`config.mk`:
```
export PLATFORM = sky130hd
export DESIGN_NAME = uart_tx_sched
export DESIGN_NICKNAME = d
export VERILOG_FILES = /design/src/rtl/uart_tx_sched.sv
export SDC_FILE = /design/constraint.sdc
export NUM_CORES = 1
export LEC_CHECK = 0
export ABC_AREA = 1
export BUFFER_PORTS_ARGS = -buffer_cell sky130_fd_sc_hd__buf_4
export CAP_MARGIN = 10
export CORE_ASPECT_RATIO = 0.7
export CORE_MARGIN = 8
export CORE_UTILIZATION = 50
export CTS_CLUSTER_DIAMETER = 50
export DETAILED_ROUTE_END_ITERATION = 16
export HOLD_SLACK_MARGIN = 0.06
export PLACE_DENSITY = 0.67
export SETUP_SLACK_MARGIN = 0.05
export SYNTH_ARGS = -nofsm -noshare
export SYNTH_HDL_FRONTEND = slang
export SYNTH_SLANG_ARGS = --single-unit
```
`constraint.sdc`:
```
create_clock -name clk -period 2.7 [get_ports clk]
set_input_delay 0.135 -clock clk [delete_from_list [all_inputs] [get_ports clk]]
set_output_delay 0.135 -clock clk [all_outputs]
set_load 0.05 [all_outputs]
```
`src/rtl/uart_tx_sched.sv`:
```
// uart_tx_sched: two requester byte FIFOs arbitrated round-robin into a single UART serializer,
// with a launch/busy handshake and a sticky timeout when the serializer never responds.
module uart_tx_sched #(
  parameter int FIFO_DEPTH   = 4,
  parameter int BUSY_TIMEOUT = 16
) (
  input  logic                          clk,
  input  logic                          reset,
  input  logic                          req0_valid,
  input  logic [7:0]                    req0_data,
  output logic                          req0_ready,
  input  logic                          req1_valid,
  input  logic [7:0]                    req1_data,
  output logic                          req1_ready,
  output logic [7:0]                    tx_data,
  output logic                          tx_send,
  input  logic                          tx_busy,
  output logic                          grant_id,
  output logic                          sched_busy,
  output logic [$clog2(FIFO_DEPTH):0]   fifo0_count,
  output logic [$clog2(FIFO_DEPTH):0]   fifo1_count,
  output logic                          err_timeout,
  input  logic                          err_clr
);
  localparam int PW = $clog2(FIFO_DEPTH);
  localparam int CW = PW + 1;
  localparam int TW = $clog2(BUSY_TIMEOUT) + 1;
  typedef enum logic [1:0] {IDLE, ISSUE, WAIT_BUSY, WAIT_DONE} state_t;
  state_t state_q, state_d;
  logic [7:0] mem_q [2][FIFO_DEPTH];
  logic [1:0][PW-1:0] wr_q, wr_d, rd_q, rd_d;
  logic [1:0][CW-1:0] cnt_q, cnt_d;
  logic [1:0][7:0] req_data;
  logic [1:0] req_valid, ready, push, pop, avail;
  logic [TW-1:0] timer_q, timer_d;
  logic [7:0] tx_data_q, tx_data_d;
  logic tx_send_q, tx_send_d, grant_q, grant_d, last_q, last_d, busy_q, busy_d, err_q, err_d, pick;
  assign req_valid = {req1_valid, req0_valid};
  assign req_data  = {req1_data, req0_data};
  assign ready = {cnt_q[1] < CW'(FIFO_DEPTH), cnt_q[0] < CW'(FIFO_DEPTH)};
  assign avail = {cnt_q[1] != '0, cnt_q[0] != '0};
  assign push  = req_valid & ready;
  // Under contention serve whoever did not complete the last transfer.
  assign pick  = &avail ? ~last_q : ~avail[0];
  always_comb begin
    state_d   = state_q;
    timer_d   = timer_q;
    tx_data_d = tx_data_q;
    grant_d   = grant_q;
    last_d    = last_q;
    err_d     = err_q & ~err_clr;
    pop       = '0;
    case (state_q)
      IDLE: if (|avail) begin
        pop[pick] = 1'b1;
        tx_data_d = mem_q[pick][rd_q[pick]];
        grant_d   = pick;
        state_d   = ISSUE;
      end
      ISSUE: begin
        timer_d = '0;
        state_d = WAIT_BUSY;
      end
      WAIT_BUSY: if (tx_busy) state_d = WAIT_DONE;
      else begin
        timer_d = timer_q + TW'(1);
        if (timer_d == TW'(BUSY_TIMEOUT - 1)) begin
          err_d   = 1'b1;
          state_d = IDLE;
        end
      end
      default: if (!tx_busy) begin
        last_d  = grant_q;
        state_d = IDLE;
      end
    endcase
    for (int n = 0; n < 2; n++) begin
      wr_d[n]  = wr_q[n] + PW'(push[n]);
      rd_d[n]  = rd_q[n] + PW'(pop[n]);
      cnt_d[n] = cnt_q[n] + CW'(push[n]) - CW'(pop[n]);
    end
    tx_send_d = state_d == ISSUE;
    busy_d    = state_d != IDLE;
  end
  always_ff @(posedge clk)
    for (int n = 0; n < 2; n++)
      if (push[n]) mem_q[n][wr_q[n]] <= req_data[n];
  always_ff @(posedge clk or posedge reset)
    if (reset) begin
      state_q   <= IDLE;
      wr_q      <= '0;
      rd_q      <= '0;
      cnt_q     <= '0;
      timer_q   <= '0;
      tx_data_q <= '0;
      tx_send_q <= 1'b0;
      grant_q   <= 1'b0;
      last_q    <= 1'b1;
      busy_q    <= 1'b0;
      err_q     <= 1'b0;
    end else begin
      state_q   <= state_d;
      wr_q      <= wr_d;
      rd_q      <= rd_d;
      cnt_q     <= cnt_d;
      timer_q   <= timer_d;
      tx_data_q <= tx_data_d;
      tx_send_q <= tx_send_d;
      grant_q   <= grant_d;
      last_q    <= last_d;
      busy_q    <= busy_d;
      err_q     <= err_d;
    end
  assign req0_ready  = ready[0];
  assign req1_ready  = ready[1];
  assign fifo0_count = cnt_q[0];
  assign fifo1_count = cnt_q[1];
  assign tx_data     = tx_data_q;
  assign tx_send     = tx_send_q;
  assign grant_id    = grant_q;
  assign sched_busy  = busy_q;
  assign err_timeout = err_q;
endmodule

```
### Word-level counts from Yosys, hierarchy flattened

Memories as Yosys holds them, arrays and structs flattened.
Cells that the tools add are included.

| storage, ports and cells | value |
|---|---|
| input port bits | 22 |
| memories | 1 |
| output and inout bits | 20 |
| flip-flop bits (word level) | 34 |
| memory bits (writable) | 64 |

Memory list:

| memory | words | bits a word | rd ports | clocked after Yosys merged registers in | write ports | line | RTL |
|---|---|---|---|---|---|---|---|
| mem_q | 2 | 32 | 1 | 0 | 2 | 30 | `logic [7:0] mem_q [2][FIFO_DEPTH];` |

| operators by class | value |
|---|---|
| bitwise operators | 10 |
| add/sub/neg operators | 9 |
| equal/unequal tests | 5 |
| $lt $le $gt $ge | 9 |
| reductions and logical operators | 14 |
| muxes and demuxes | 28 |

Operator list:

| kind | count |
|---|---|
| 2-to-1 mux 32 bit | 2 |
| demux 8 bit (select 2 bit) | 2 |
| 2-to-1 mux 8 bit | 4 |
| binary-select mux 8 bit (select 2 bit) | 1 |
| 2-to-1 mux 2 bit | 8 |
| one-hot mux 5 bit (2 select lines) | 1 |
| greater-or-equal comparator 3 bit, second input constant | 3 |
| inverter 2 -> 3 bit | 3 |
| adder 2 x 1 -> 2 bit | 4 |
| AND reduction 2 bit | 4 |
| 2-to-1 mux 1 bit | 7 |
| adder 3 x 1 -> 3 bit | 2 |
| < comparator 3 x 1 -> 1 bit, second input constant | 2 |
| < comparator 3 bit, second input constant | 2 |
| one-hot mux 2 bit (3 select lines) | 1 |
| nonzero test 3 bit | 2 |
| subtractor 3 x 1 -> 3 bit | 2 |
| adder 5 x 1 -> 5 bit, second input constant | 1 |
| == test 5 x 4 -> 1 bit, second input constant | 1 |
| 2-to-1 mux 5 bit | 1 |
| inverter 1 bit | 5 |
| == test 2 x 1 -> 1 bit, second input constant | 2 |
| nonzero test 2 bit | 2 |
| logical AND 1 bit | 3 |
| other kinds (10) | 10 |

### Depth between registers and ports, before layout

| logic depth | value |
|---|---|
| word-level depth | 10 |
| mapped depth | 14 |
| mapped depth without buffers | 12 |

### Worst setup path before layout

OpenSTA, ideal clock, no wires.

| path | value |
|---|---|
| path kind | register to register |
| from | register cnt_q, in the netlist fifo1_count[2] |
| to | register cnt_q, in the netlist fifo0_count[2] |
| cell stages (with the launch flop) | 15 |
| path buffers | 2 |
| clock period less this slack | 2.798 ns |
| required time | 2.566 ns |
| data arrival time | 2.664 ns |
| path slack | -0.098 ns |
| cell sequence | dfrtp_1 > inv_2 > nand2_2 > nand2_4 > nand2_2 > buf_6 > buf_6 > nor2_1 > ha_1 > inv_1 > ha_1 > inv_1 > fa_1 > xnor2_1 > xor2_1 |

RTL lines:

| what | line | RTL |
|---|---|---|
| start, declared | 32 | `logic [1:0][CW-1:0] cnt_q, cnt_d;` |
| start signal, assigned | 105 | `cnt_q <= cnt_d;` |

==> flow_summary.json <==
{
  "status": "finished clean",
  "grt_max_degree": 35,
  "peakVddDrop_uv": 822,
  "register_area_mm2": 0.00278,
  "numCtsBuffers": 9,
  "dp_hpwl_mm": 6.13,
  "synth.distinct_cells": 23,
  "synth_area_leaders": "edfxtp_1 (45%), dfrtp_1 (19%), nand2_1 (15%)",
  "drt_iter0_markers": 278,
  "cts_tree": "yes",
  "min_path_type": "primary input to flop",
  "grt_pass1_vias": 3062,
  "clkTransAtPathRegs_ns": 0.06,
  "clockBufferDepth": 2,
  "yosys_warnings": 0,
  "cap_violations": 0,
  "power_density_mw_per_mm2": 1240,
  "syn_area_per_cell_um2": 10.4,
  "slew_headroom_pct": 60.0,
  "drt-total-wl_mm": 9.32,
  "ios": 42,
  "dr.pass1.iters": 5,
  "layout_min_cycle_time_ns": 2.41,
  "die_y_um": 93.7,
  "syn-instance-count": 414,
  "final_antenna_net_count": 0,
  "fmax_mhz": 415,
  "start_util_pct": 51.3,
  "rsz0062_at_grt": "no",
  "netlist.area_leader.share_pct": 44.6,
  "worstPathRequired_ns": 2.92,
  "final.fill_count": 699,
  "syn_area_mm2": 0.00431,
  "drcViolationCount": 0,
  "finalPower_mw": 6.50,
  "die-area_mm2": 0.0119,
  "rows": 28,
  "insertion_delay_ns": 0.34,
  "gp_congestion": 0.749,
  "finClkSkew_ns": 0.00488,
  "cts_setup_buffers": 0,
  "antenna_found_initial": 0,
  "portBuffers": 41,
  "wire_per_inst_um": 15.7,
  "crit_arrival_ns": 2.63,
  "hold_viol": 0,
  "drive_above_1_share_pct": 16.9,
  "cts_max_level": 3,
  "ys_ff_latch": 98,
  "clock_sinks": 98,
  "gr-total-overflow": 0,
  "grt_pass1_wl_mm": 15.4,
  "dieWidth_um": 127,
  "startpoint_type": "flop",
  "final-max-slew-violation-count": 0,
  "multi_input_area_mm2": 0.00131,
  "synth_nets": 448,
  "endpoint_kind": "flop",
  "grtUsageTotal_pct": 16.9,
  "max_slew.worst_pin.slew_ns": 0.595,
  "via_count": 3005,
  "coreArea_mm2": 0.00841,
  "fin_tns_setup_ns": 0,
  "fin_crit_sh_pct": 89.3,
  "crit_type": "flop to flop",
  "syn2layout_area_growth_pct": 21.3,
  "nNetsFinal": 519,
  "yosysSeqAreaShare_pct": 64.4,
  "yosysTopAreaCell": "edfxtp_1",
  "antenna-diode-count": 0,
  "clock-root-buffer": "clkbuf_16",
  "crit_path_max_fanout": 12,
  "report.final.setup_viol": 0,
  "vias_per_cell": 5.05,
  "p_leak_nw": 2.43
}
-- cells by family (layout without fill, tap and decap cells) --
family	after synthesis	count (layout)	synth area share, %
simple gates	235	235	22.7
fa+ha+maj	12	12	3.83
flops	98	98	64.4
buf+inv	48	124	5.23
compound gates	10	10	1.63
xor+xnor	11	11	2.24
-- what timing repair did --
item | CTS | global route
endpoints found under the hold margin | 72 | 0
resized for setup | 0 | 0
hold buffers | 18 | 0
-- metal layers --
| metal | vias up | GRT usage (%) | part of all wire, % |
|---|---|---|---|
| met3 | 12 | 4.99 | 7.4 |
| met5 | - | 0 | 0 |
| met1 | 1414 | 21.9 | 45 |
| li1 | 1486 | - | - |
| met2 | 93 | 27.1 | 46 |
| met4 | 0 | 5.62 | 1.4 |
-- power by group --
group / internal, mW / total, mW / switching, mW
Combinational: 0.940 / 3.07 / 2.13
Clock: 0.712 / 1.22 / 0.504
Sequential: 2.00 / 2.21 / 0.217
Total: 3.65 / 6.50 / 2.85
-- state kept, by name (all words and copies together) (netlist names) --
signal,flops
err_timeout,1
fifo0_count,3
fifo1_count,3
grant_id,1
last_q,1
mem_q,64
rd_q,4
sched_busy,1
state_q,2
timer_q,5
tx_data,8
tx_send,1
wr_q,4
-- synthesized netlist by cell type, drive strengths merged --
cell	n
nand3b	1
buf	11
ha	10
dfrtp	33
nor2	6
nand2	179
inv	35
nand3	39
dfstp	1
fa	2
edfxtp	64
o21ai	6
o22ai	4
xnor2	4
clkbuf	2
xor2	7
nor3	10
-- area by class of cell --
type / instances / share of cell area (%)
clock buffers: 12 / 4.52
clock inverters: 4 / 0.838
inverters: 35 / 2.56
multi-input cells: 268 / 25.1
flip-flops and latches: 98 / 53.1
well taps: 105 / 2.51
repair buffers: 73 / 11.3
-- placed cells by master (no fill, tap or decap) --
master         netlist  layout
nand2_2              4       4
inv_1               32      32
dlygate4sd3_1        0      18
nand2_1            172     172
o21ai_2              1       1
dfrtp_2              0       3
dfrtp_1             33      30
clkinv_2             0       2
o22ai_1              4       4
edfxtp_1            64      64
xor2_1               7       7
buf_4                0      55
clkinv_1             0       1
inv_4                0       1
dfstp_2              1       1
nand3_1             39      39
xnor2_1              4       4
bufinv_16            0       1
o21ai_4              1       1
clkbuf_1             2       3
ha_1                10      10
nand2_4              3       3
nor3_1              10      10
clkbuf_16            0       9
inv_2                3       2
fa_1                 2       2
nand3b_1             1       1
nor2_1               6       6
o21ai_0              4       4
-- critical path, stage by stage, from the launching register on --
cell and delay (ns):
dfrtp_2 0.44, nor2_1 0.14, nand2_2 0.11, o21ai_2 0.18, inv_1 0.19, nand2_1 0.14, inv_1 0.08, ha_1 0.29
inv_1 0.06, ha_1 0.13, inv_1 0.05, fa_1 0.37, xnor2_1 0.13
-- through the flow --
step / instances / util, % / cell area [um2] / worst slack (ns) / hold WS [ns]
global route: 595 / 62.2 / 5230 / 0.0619 / 0.134
finish: 595 / 62.2 / 5230 / 0.289 / 0.128
detailed placement: 561 / 56.7 / 4770 / 0.289 / 0.104
CTS: 595 / 62.2 / 5230 / 0.267 / 0.114
global placement: 561 / 56.7 / 4770 / 0.379 / 0.0978
floorplan: 414 / - / 4320 / 0.0576 / 0.231
-- worst paths after layout --
kind                                start             end  slack (ns)  cells past startpoint
setup reg to reg           fifo0_count[1]  fifo1_count[2]        0.29                     12
hold / removal                    tx_busy      state_q[0]        0.13                      5
hold reg to reg                tx_data[1]      tx_data[1]        0.48                      2
max in group asynchronous           reset          last_q        1.71                      4
min in group asynchronous           reset  fifo0_count[0]        0.30                      3
setup / recovery           fifo0_count[1]  fifo1_count[2]        0.29                     12
Note: power is estimated with default switching activity, not from simulation.
